## src/rtl/pc_seq_gen_if.sv

```systemverilog
// pc_seq_gen_if: fetch-side bus between the redirect logic and the PC sequencer.
//   Redirect/stall inputs : stall, bt, jt_j, jt_r, imm_b, imm_j, jlr
//   PC outputs            : pc_out, pc_valid, misalign, bad_addr
//   modport master : the decode/execute redirect side (drives redirects, sees the PC)
//   modport slave  : the sequencer (sees redirects, drives the PC)
interface pc_seq_gen_if #(
   parameter int unsigned XLEN = 32
);
   logic            stall;
   logic            bt;
   logic            jt_j;
   logic            jt_r;
   logic [XLEN-1:0] imm_b;
   logic [XLEN-1:0] imm_j;
   logic [XLEN-1:0] jlr;
   logic [XLEN-1:0] pc_out;
   logic            pc_valid;
   logic            misalign;
   logic [XLEN-1:0] bad_addr;

   modport master (
      output stall, bt, jt_j, jt_r, imm_b, imm_j, jlr,
      input  pc_out, pc_valid, misalign, bad_addr
   );

   modport slave (
      input  stall, bt, jt_j, jt_r, imm_b, imm_j, jlr,
      output pc_out, pc_valid, misalign, bad_addr
   );
endinterface

```

## src/rtl/pc_seq_gen.sv

```systemverilog
// pc_seq_gen: program-counter sequencer for the fetch stage.
//   Holds the PC and each RUN cycle applies jalr > jal > branch > sequential step. Supports
//   start/halt control, fetch stall with a one-entry pending-redirect buffer, a misaligned
//   redirect-target trap and configurable reset/trap vectors.
// Ports:
//   clock      rising-edge clock
//   reset      synchronous active-high reset
//   start      leave IDLE/HALT and begin issuing PCs
//   halt       stop issuing after the current update
//   bus        pc_seq_gen_if.slave (redirect/stall inputs, pc_out/pc_valid/misalign/bad_addr)
//   redir_cnt  applied redirects (incl. pending and trapped)
//   stall_cnt  RUN cycles with stall=1
// Build option: define PC_SEQ_PERF_EN to build the saturating redir_cnt/stall_cnt counters;
// otherwise both ports are tied to zero.
module pc_seq_gen #(
   parameter int unsigned     XLEN       = 32,
   parameter int unsigned     STEP       = 1,
   parameter int unsigned     ALIGN_BITS = 0,
   parameter logic [XLEN-1:0] RESET_VEC  = '0,
   parameter logic [XLEN-1:0] TRAP_VEC   = XLEN'(4)
) (
   input  logic        clock,
   input  logic        reset,
   input  logic        start,
   input  logic        halt,
   pc_seq_gen_if.slave bus,
   output logic [31:0] redir_cnt,
   output logic [31:0] stall_cnt
);

   typedef enum logic [1:0] {StIdle, StRun, StHalt, StTrap} state_e;

   // Low target bits that must be zero; an all-zero mask disables the check.
   localparam logic [XLEN-1:0] AlignMask =
      (ALIGN_BITS == 0) ? '0 : ((XLEN'(1) << ALIGN_BITS) - XLEN'(1));

   state_e          state_q;
   logic [XLEN-1:0] pc_q;
   logic            valid_q;
   logic            mis_q;
   logic [XLEN-1:0] bad_q;
   logic            pend_v_q;
   logic [XLEN-1:0] pend_tgt_q;

   logic            live_redir;
   logic [XLEN-1:0] live_tgt;
   logic            use_redir;
   logic [XLEN-1:0] redir_tgt;
   logic            tgt_bad;
   logic [XLEN-1:0] seq_pc;

   // Highest-priority live redirect, computed from the held PC.
   always_comb begin
      live_redir = bus.jt_r | bus.jt_j | bus.bt;
      live_tgt   = '0;
      if (bus.jt_r) begin
         live_tgt = bus.jlr;
      end else if (bus.jt_j) begin
         live_tgt = pc_q + bus.imm_j;
      end else if (bus.bt) begin
         live_tgt = pc_q + bus.imm_b;
      end
   end

   // On a non-stall cycle a live redirect beats the buffered one.
   assign use_redir = live_redir | pend_v_q;
   assign redir_tgt = live_redir ? live_tgt : pend_tgt_q;
   assign tgt_bad   = |(redir_tgt & AlignMask);
   assign seq_pc    = pc_q + XLEN'(STEP);

   always_ff @(posedge clock) begin
      if (reset) begin
         state_q    <= StIdle;
         pc_q       <= RESET_VEC;
         valid_q    <= 1'b0;
         mis_q      <= 1'b0;
         bad_q      <= '0;
         pend_v_q   <= 1'b0;
         pend_tgt_q <= '0;
      end else begin
         mis_q <= 1'b0;
         case (state_q)
            StIdle, StHalt: begin
               if (start) begin
                  state_q <= StRun;
                  valid_q <= 1'b1;
               end
            end
            StTrap: begin
               state_q <= StRun;
               valid_q <= 1'b1;
            end
            StRun: begin
               if (bus.stall) begin
                  if (live_redir) begin
                     pend_v_q   <= 1'b1;
                     pend_tgt_q <= live_tgt;
                  end
                  if (halt) begin
                     // Entering HALT drops any buffered redirect.
                     state_q  <= StHalt;
                     valid_q  <= 1'b0;
                     pend_v_q <= 1'b0;
                  end
               end else begin
                  pend_v_q <= 1'b0;
                  if (use_redir && tgt_bad) begin
                     pc_q    <= TRAP_VEC;
                     bad_q   <= redir_tgt;
                     mis_q   <= 1'b1;
                     state_q <= StTrap;
                     valid_q <= 1'b0;
                  end else begin
                     pc_q <= use_redir ? redir_tgt : seq_pc;
                     if (halt) begin
                        state_q <= StHalt;
                        valid_q <= 1'b0;
                     end
                  end
               end
            end
            default: begin
               state_q <= StIdle;
               valid_q <= 1'b0;
            end
         endcase
      end
   end

   assign bus.pc_out   = pc_q;
   assign bus.pc_valid = valid_q;
   assign bus.misalign = mis_q;
   assign bus.bad_addr = bad_q;

`ifdef PC_SEQ_PERF_EN
   logic [31:0] redir_cnt_q;
   logic [31:0] stall_cnt_q;
   logic        redir_fire;
   logic        stall_fire;

   assign redir_fire = (state_q == StRun) && !bus.stall && use_redir;
   assign stall_fire = (state_q == StRun) && bus.stall;

   always_ff @(posedge clock) begin
      if (reset) begin
         redir_cnt_q <= '0;
         stall_cnt_q <= '0;
      end else begin
         if (redir_fire && (redir_cnt_q != 32'hFFFF_FFFF)) begin
            redir_cnt_q <= redir_cnt_q + 32'd1;
         end
         if (stall_fire && (stall_cnt_q != 32'hFFFF_FFFF)) begin
            stall_cnt_q <= stall_cnt_q + 32'd1;
         end
      end
   end

   assign redir_cnt = redir_cnt_q;
   assign stall_cnt = stall_cnt_q;
`else
   assign redir_cnt = '0;
   assign stall_cnt = '0;
`endif

endmodule

```

## src/flat_wrapper.sv

```systemverilog
// flat-port wrapper written by rule: the top's interface ports become plain ports
module pc_seq_gen_flat 
#(
   parameter int unsigned     XLEN       = 32,
   parameter int unsigned     STEP       = 1,
   parameter int unsigned     ALIGN_BITS = 0,
   parameter logic [XLEN-1:0] RESET_VEC  = '0,
   parameter logic [XLEN-1:0] TRAP_VEC   = XLEN'(4)
)
  (clock, reset, start, halt, redir_cnt, stall_cnt, bus_stall, bus_bt, bus_jt_j, bus_jt_r, bus_imm_b, bus_imm_j, bus_jlr, bus_pc_out, bus_pc_valid, bus_misalign, bus_bad_addr);
  pc_seq_gen_if #(.XLEN(XLEN)) bus_i ();
  input  logic clock;
  input  logic reset;
  input  logic start;
  input  logic halt;
  output logic [31:0] redir_cnt;
  output logic [31:0] stall_cnt;
  input wire logic [$bits(bus_i.stall)-1:0] bus_stall;
  input wire logic [$bits(bus_i.bt)-1:0] bus_bt;
  input wire logic [$bits(bus_i.jt_j)-1:0] bus_jt_j;
  input wire logic [$bits(bus_i.jt_r)-1:0] bus_jt_r;
  input wire logic [$bits(bus_i.imm_b)-1:0] bus_imm_b;
  input wire logic [$bits(bus_i.imm_j)-1:0] bus_imm_j;
  input wire logic [$bits(bus_i.jlr)-1:0] bus_jlr;
  output wire logic [$bits(bus_i.pc_out)-1:0] bus_pc_out;
  output wire logic [$bits(bus_i.pc_valid)-1:0] bus_pc_valid;
  output wire logic [$bits(bus_i.misalign)-1:0] bus_misalign;
  output wire logic [$bits(bus_i.bad_addr)-1:0] bus_bad_addr;
  assign bus_i.stall = bus_stall;
  assign bus_i.bt = bus_bt;
  assign bus_i.jt_j = bus_jt_j;
  assign bus_i.jt_r = bus_jt_r;
  assign bus_i.imm_b = bus_imm_b;
  assign bus_i.imm_j = bus_imm_j;
  assign bus_i.jlr = bus_jlr;
  assign bus_pc_out = bus_i.pc_out;
  assign bus_pc_valid = bus_i.pc_valid;
  assign bus_misalign = bus_i.misalign;
  assign bus_bad_addr = bus_i.bad_addr;
  pc_seq_gen #(.XLEN(XLEN), .STEP(STEP), .ALIGN_BITS(ALIGN_BITS), .RESET_VEC(RESET_VEC), .TRAP_VEC(TRAP_VEC)) u_core (.clock(clock), .reset(reset), .start(start), .halt(halt), .bus(bus_i), .redir_cnt(redir_cnt), .stall_cnt(stall_cnt));
endmodule
```

## config.mk

```make
export PLATFORM = sky130hd
export DESIGN_NAME = pc_seq_gen_flat
export DESIGN_NICKNAME = d
export VERILOG_FILES = /design/src/rtl/pc_seq_gen_if.sv /design/src/rtl/pc_seq_gen.sv /design/src/flat_wrapper.sv
export SDC_FILE = /design/constraint.sdc
export NUM_CORES = 1
export LEC_CHECK = 0
export ABC_AREA = 1
export CELL_PAD_IN_SITES_DETAIL_PLACEMENT = 0
export CELL_PAD_IN_SITES_GLOBAL_PLACEMENT = 1
export CORE_ASPECT_RATIO = 0.9
export CORE_MARGIN = 3
export CORE_UTILIZATION = 35
export CTS_BUF_LIST = sky130_fd_sc_hd__clkbuf_4
export DETAILED_ROUTE_END_ITERATION = 10
export MAX_ROUTING_LAYER = met4
export PLACE_DENSITY_LB_ADDON = 0.1
export SETUP_SLACK_MARGIN = 0.15
export SYNTH_ARGS = -nofsm -noshare
export SYNTH_HDL_FRONTEND = slang
export SYNTH_SLANG_ARGS = --single-unit
export TNS_END_PERCENT = 30
```

## constraint.sdc

```tcl
create_clock -name clock -period 3 [get_ports clock]
set_clock_uncertainty 0.05 [all_clocks]
set_input_delay 0.6 -clock clock [delete_from_list [all_inputs] [get_ports clock]]
set_output_delay 0.6 -clock clock [all_outputs]
set_load 0.01 [all_outputs]
```

==> metrics.cfg, run 1 <==
[status]
status=finished clean

[clock_network]
clockBufferDepth=2
htreeDepth=3
cts_sinks=67
worstSkewPairLatency_ns=0.42
numCtsBuffers=9
ctsRootBufferMaster=clkbuf_4
cts_tree=done
holdBufCountCts=0
clk_pin_slew_ns=0.12

[timing]
rsz0062_at_grt=true
final_hold_viol_count=0
report.final.setup_viol=0
worst_pin_slew_ns=0.697
fin_crit_ns=2.69
drv_slew=0
fin_hold_ws_ns=0.471
tns_ns=0
fin_crit_sh_pct=89.5
fmax_mhz=372
maxSlewHeadroom_pct=53.2
fin_ws_ns=0.314

[setup_path]
cp.arrival_ns=2.95
cp_max_fo=3
cp-end-kind=flop
r2r_end=u_core.bus.pc_out[31]$_SDFFE_PP0P_
reg2reg_depth=16
required_ns=3.26
slowest_delay_ns=0.43
cp-start-kind=primary input
crit_start=bus_imm_j[14]
cp_cell_sequence=clkdlybuf4s50_1, ha_1, buf_4, nand2_1, nor2_1, inv_1, nor2_1, nand4_1, nand3_1, nand2_1, nand3_1, nand2_1, nand2_1, nand3_1, o21bai_1, nand2_1
worstSetupPathType=primary input to flop
r2r-start=u_core.bus.pc_out[14]$_SDFFE_PP0P_
slowest_stage=clkdlybuf4s50_1
path_common_cell=nand2_1
crit_path_end=u_core.bus.pc_out[18]$_SDFFE_PP0P_
rrSetupSlack_ns=0.37

[logic_synthesis]
syn_area_um2=10000
seq_area_frac_synth_pct=13.4
synth.area.top_cells=nand2_1 26%, dfxtp_1 13%, inv_1 12%
synth.avg_cell_area_um2=5.41
ys_ff_latch=67
synthArstFlopShare_pct=0
synth_edf_count=0
yosysUniqueCellTypes=50
synth_top_area_share_pct=26.0
synth.most_common_cell=nand2_1
yosysTopAreaCell=nand2_1
yosysWarnings=0
syn_inst=1852
synth_common_cells=695 x nand2_1, 333 x inv_1, 116 x nand3_1
synth_ff_type=dfxtp_1

[detailed_routing]
num_vias=11600
drt_iter0_markers=628
routed_via_density=4.64
drt-total-wl_um=39000
dr.pass1.iters=5
postRouteAntennaNets=0
wl_per_cell_um=15.5
drc=0

[global_route]
grt_max_degree=30
antenna_found_initial=2
grtUsageTotal_pct=25.7
grt_pass1_wl_um=59900
grt-ovfl-total=0
grt_pass1_vias=11100

[cells_and_area]
fin_area_um2=12800
syn_to_final_growth_pct=28.1
final_net_count=2309
fin_util_pct=45.7
drive_above_1_share_pct=10.9
fin_cells=2507

[pwr]
combPwrFrac_pct=48.2
cellPowerDensity_nw_per_um2=243
switchingPower_mw=1.28
vdd_drop_max_v=0.000197
p_int_mw=1.85
p_clk_share_pct=19.4
p_leak_nw=7.37
finalPower_mw=3.12
switching_share_pct=40.9
seqPwrFrac_pct=32.4

[die]
dieArea_um2=30700
rows=58
start_util_pct=35.7
core_um2=28100
boundaryPins=234
die_w_um=184
die_y_um=166

[place]
dp_cells=2489
place_ws_ns=-0.143
hpwl_um=33600
place.gp.congestion=0.958
port_buffers=136
place_area_um2=12700

[min_path]
hold_path_class=flop to flop

[job]
max-cap-violations=0

==> flip-flops by register name, summed over array words and instances, names as in the netlist <==
register and flops:
u_core.bus.pc_out 32, u_core.pend_v_q 1, u_core.pend_tgt_q 32, u_core.state_q 2
==> logic make-up (layout without fill, tap and decap cells) <==
logic type	count (synthesis)	count (layout)	synth area share, %
other	1	99	0.0374
flip-flops	67	67	13.4
XOR/XNOR	27	27	2.36
buffers and inverters	473	670	21.6
AND/OR/NAND/NOR	1040	1040	44.0
AO/OA/AOI/OAI	178	178	10.3
adder cells (fa/ha/maj)	65	65	8.27
multiplexers	1	1	0.100
==> cells in the final DEF, fill, tap and decap left out, types with 3 or more instances in the layout <==
| master | n |
|---|---|
| o21bai_1 | 17 |
| clkinv_1 | 4 |
| clkbuf_4 | 10 |
| and3_1 | 5 |
| inv_1 | 333 |
| o21ai_1 | 10 |
| nand3_2 | 3 |
| nor4_1 | 3 |
| o31ai_1 | 3 |
| nand3b_1 | 8 |
| xnor2_1 | 9 |
| or2_0 | 5 |
| buf_4 | 177 |
| clkinv_2 | 3 |
| conb_1 | 97 |
| inv_2 | 4 |
| nor2_1 | 101 |
| o211ai_1 | 5 |
| nand2_1 | 692 |
| nand3_1 | 114 |
| ha_1 | 63 |
| nand4_1 | 48 |
| nand2_2 | 9 |
| o21ai_0 | 55 |
| or2_2 | 4 |
| o2111ai_1 | 6 |
| o21a_1 | 13 |
| dfxtp_2 | 6 |
| nor3_2 | 4 |
| xor2_1 | 18 |
| nor3_1 | 25 |
| dfxtp_1 | 61 |
| o22ai_1 | 5 |
| and2_1 | 5 |
| clkdlybuf4s50_1 | 136 |
| a21oi_1 | 58 |
| nor2_4 | 5 |
| nor2_2 | 4 |
==> metal layers <==
metal  track usage, %  share of wire, %  vias to the layer above  wire (um)
met1             36.3                49                     5196      19100
met3             1.59               4.6                       17       1790
li1                 -                 -                     6153          -
met2             41.3                46                      254      17800
met5                -                 0                        -          0
met4             3.52              0.90                        0        350
==> power by group through the flow <==
| stage | combinational, mW | clock, mW | sequential, mW |
|---|---|---|---|
| detailed placement | 1.49 | 0 | 1.03 |
| global placement | 1.48 | 0 | 1.03 |
| CTS | 1.50 | 0.625 | 1.01 |
| finish | 1.50 | 0.606 | 1.01 |
| floorplan | 0.873 | 0 | 1.02 |
| global route | 1.68 | 0.662 | 1.02 |
==> critical path: cells and delay by family <==
| kind | cells | cell delay, ns |
|---|---|---|
| AOI/OAI and AO/OA | 1 | 0.15 |
| adders and majority gates | 1 | 0.33 |
| buffers and inverters | 3 | 0.62 |
| and+or+nand+nor | 11 | 1.24 |
==> worst min-delay path by stage <==
stage	start	end	slack (ns)	cells after the start
3_5_place_dp	u_core.pend_tgt_q[7]$_SDFFE_PP0P_	u_core.pend_tgt_q[7]$_SDFFE_PP0P_	0.44	2
3_3_place_gp	u_core.pend_tgt_q[7]$_SDFFE_PP0P_	u_core.pend_tgt_q[7]$_SDFFE_PP0P_	0.43	2
6_report	u_core.pend_tgt_q[7]$_SDFFE_PP0P_	u_core.pend_tgt_q[7]$_SDFFE_PP0P_	0.47	2
4_1_cts	u_core.pend_tgt_q[7]$_SDFFE_PP0P_	u_core.pend_tgt_q[7]$_SDFFE_PP0P_	0.47	2
5_1_grt	u_core.pend_tgt_q[7]$_SDFFE_PP0P_	u_core.pend_tgt_q[7]$_SDFFE_PP0P_	0.50	2
2_1_floorplan	u_core.pend_tgt_q[7]$_SDFFE_PP0P_	u_core.pend_tgt_q[7]$_SDFFE_PP0P_	0.42	2
==> timing repair <==
action | CTS | global route
gates resized for setup | 0 | 14
buffers inserted | 0 | 0
endpoints found under the setup margin | 0 | 20
==> final cells by class <==
type	instances	area [um^2]
inverter	340	1280
multi-input combinational	1408	6910
clock buffer	10	75.1
tap	360	450
antenna	2	5.00
clock inverter	6	56.3
fill	3192	15300
sequential	67	1350
timing repair buffer	314	2710
Note: power is estimated with default switching activity, not from simulation.
==> run 2, diff against run 1 <==
Settings changed: CELL_PAD_IN_SITES_DETAIL_PLACEMENT 0 to 2, CELL_PAD_IN_SITES_GLOBAL_PLACEMENT 1 to 2, CORE_UTILIZATION 35 to 26, SETUP_SLACK_MARGIN 0.15 to 0.2, SLEW_MARGIN set to 20.
==> run 2 against run 1 <==
Compared with the run above:
- power increased by 7.7%
- clock power is 18% higher
- highest routed layer unchanged
- cell count is 5.1% higher
- critical endpoint is now u_core.pend_tgt_q[29]$_SDFFE_PP0P_
- sequential power barely moved
- largest power group unchanged
- largest cell class unchanged
==> metrics.cfg, run 2 (synthesized netlist as in run 1, its figures left out) <==
[die]
start_util_pct=26.6
dieArea_um2=40900
boundaryPins=234
die_w_um=213
rows=67
die_y_um=192
core_um2=37600

[detailed_routing]
routed_via_density=4.69
drt_iter0_markers=458
postRouteAntennaNets=0
dr.pass1.iters=4
wl_per_cell_um=18.6
num_vias=12400
drt-total-wl_um=49000
drc=0

[cells_and_area]
final_net_count=2314
fin_util_pct=35.2
final_common_cell=nand2_1
syn_to_final_growth_pct=32.4
final_cell_mix=682 x nand2_1, 332 x inv_1, 182 x buf_4
register_area_um2=1360
fill_cells=4831
fin_area_um2=13300
multi_input_comb_area_um2=7110
drive_above_1_share_pct=13.2

[clock_network]
clk_pin_slew_ns=0.12
post_cts_buffers=0
htreeDepth=3
ctsRootBufferMaster=clkbuf_4
worstSkewPairLatency_ns=0.46
holdBufCountCts=0
cts_tree=done
numCtsBuffers=9
cts_sinks=67
clockBufferDepth=2

[timing]
rsz0062_at_grt=true
final_hold_viol_count=0
fin_ws_ns=0.325
worst_pin_slew_ns=0.736
drv_slew=0
fin_crit_ns=2.67
maxSlewHeadroom_pct=50.6
report.final.setup_viol=0
tns_ns=0
fmax_mhz=374
fin_crit_sh_pct=89.2

[setup_path]
cp-start-kind=primary input
slowest_delay_ns=0.44
path_common_cell=nand2_1
cp-end-kind=flop
worstSetupPathType=primary input to flop
slowest_stage=clkdlybuf4s50_1
cp.arrival_ns=2.98
required_ns=3.31
cp_cell_sequence=clkdlybuf4s50_1, ha_1, nand2_1, inv_1, nand2_1, inv_1, a21oi_1, nand2_1, buf_4, nand2_1, nand3_1, nand3_1, nand2_1, nand2_1, nand4_1, nand2_1, inv_1
cp_max_fo=3

[pwr]
p_leak_nw=7.40
finalPower_mw=3.36
vdd_drop_max_v=0.000147
cellPowerDensity_nw_per_um2=254

[place]
place.gp.congestion=0.895
place_area_um2=12800
port_buffers=136
place_ws_ns=-0.334
hpwl_um=42500

[global_route]
grt_pass1_wl_um=74200
grt-ovfl-total=0
antenna_found_initial=1
grt_pass1_vias=13400
grtUsageTotal_pct=24.3
grt_max_degree=30

[status]
status=finished clean

[job]
max-cap-violations=0

[min_path]
hold_path_class=flop to flop

-- run 2: changes by cell type in the layout (fill, tap and decap cells not counted), moves of 7 or more --
cell | before | now
dfxtp_1 | 61 | 54
nor2_1 | 101 | 94
nand2_1 | 692 | 682
dfxtp_2 | 6 | 13
nand2_2 | 9 | 19
ha_1 | 63 | 52
ha_4 | 0 | 9
-- run 2: area by class of cell --
cell class,instances,share of cell area (%)
Clock inverter,6,0.604
Timing Repair Buffer,319,20.7
Antenna cell,1,0.0189
Tap cell,483,4.56
Sequential cell,67,10.2
Multi-Input combinational cell,1408,53.7
Clock buffer,10,0.566
Inverter,340,9.63
-- run 2: path summary, 6_finish.rpt --
kind / start / depth (start not counted) / endpoint / slack (ns)
max: bus_imm_j[9] / 17 / u_core.pend_tgt_q[29]$_SDFFE_PP0P_ / 0.33
min: u_core.pend_tgt_q[3]$_SDFFE_PP0P_ / 2 / u_core.pend_tgt_q[3]$_SDFFE_PP0P_ / 0.47
min reg2reg: u_core.pend_tgt_q[3]$_SDFFE_PP0P_ / 2 / u_core.pend_tgt_q[3]$_SDFFE_PP0P_ / 0.47
max reg2reg: u_core.bus.pc_out[15]$_SDFFE_PP0P_ / 15 / u_core.pend_tgt_q[25]$_SDFFE_PP0P_ / 0.35
-- run 2: routing by layer --
| metal | part of all wire (%) | global-route usage, % |
|---|---|---|
| met4 | 1.2 | 4.55 |
| met2 | 50 | 43.1 |
| met3 | 1.7 | 0.931 |
| met1 | 47 | 30.9 |
| met5 | 0 | - |
-- run 2: report_power, final --
| part | leakage [nW] | total (mW) | internal (mW) | switching, mW |
|---|---|---|---|---|
| clock network | 0.0815 | 0.713 | 0.340 | 0.373 |
| logic | 6.77 | 1.63 | 0.680 | 0.946 |
| registers | 0.552 | 1.03 | 0.943 | 0.0816 |
| total | 7.40 | 3.36 | 1.96 | 1.40 |
-- run 2: stage by stage --
step                      cells  hold WS (ns)
after floorplan            1948         0.418
final                      2634         0.473
after CTS                  2633         0.473
after global placement     2617         0.430
after detailed placement   2617         0.441
after global routing       2634         0.513
-- run 2: worst max-delay path: cells and delay by family --
family                     cells  cell delay (ns)
AOI/OAI and AO/OA              1             0.14
and+or+nand+nor               10             1.11
adders and majority gates      1             0.32
buffers and inverters          5             0.79
-- run 2: repair_timing --
action | CTS | global route
setup endpoints to repair | 8 | 44
pin swaps | 0 | 2
gates resized for setup | 1 | 59
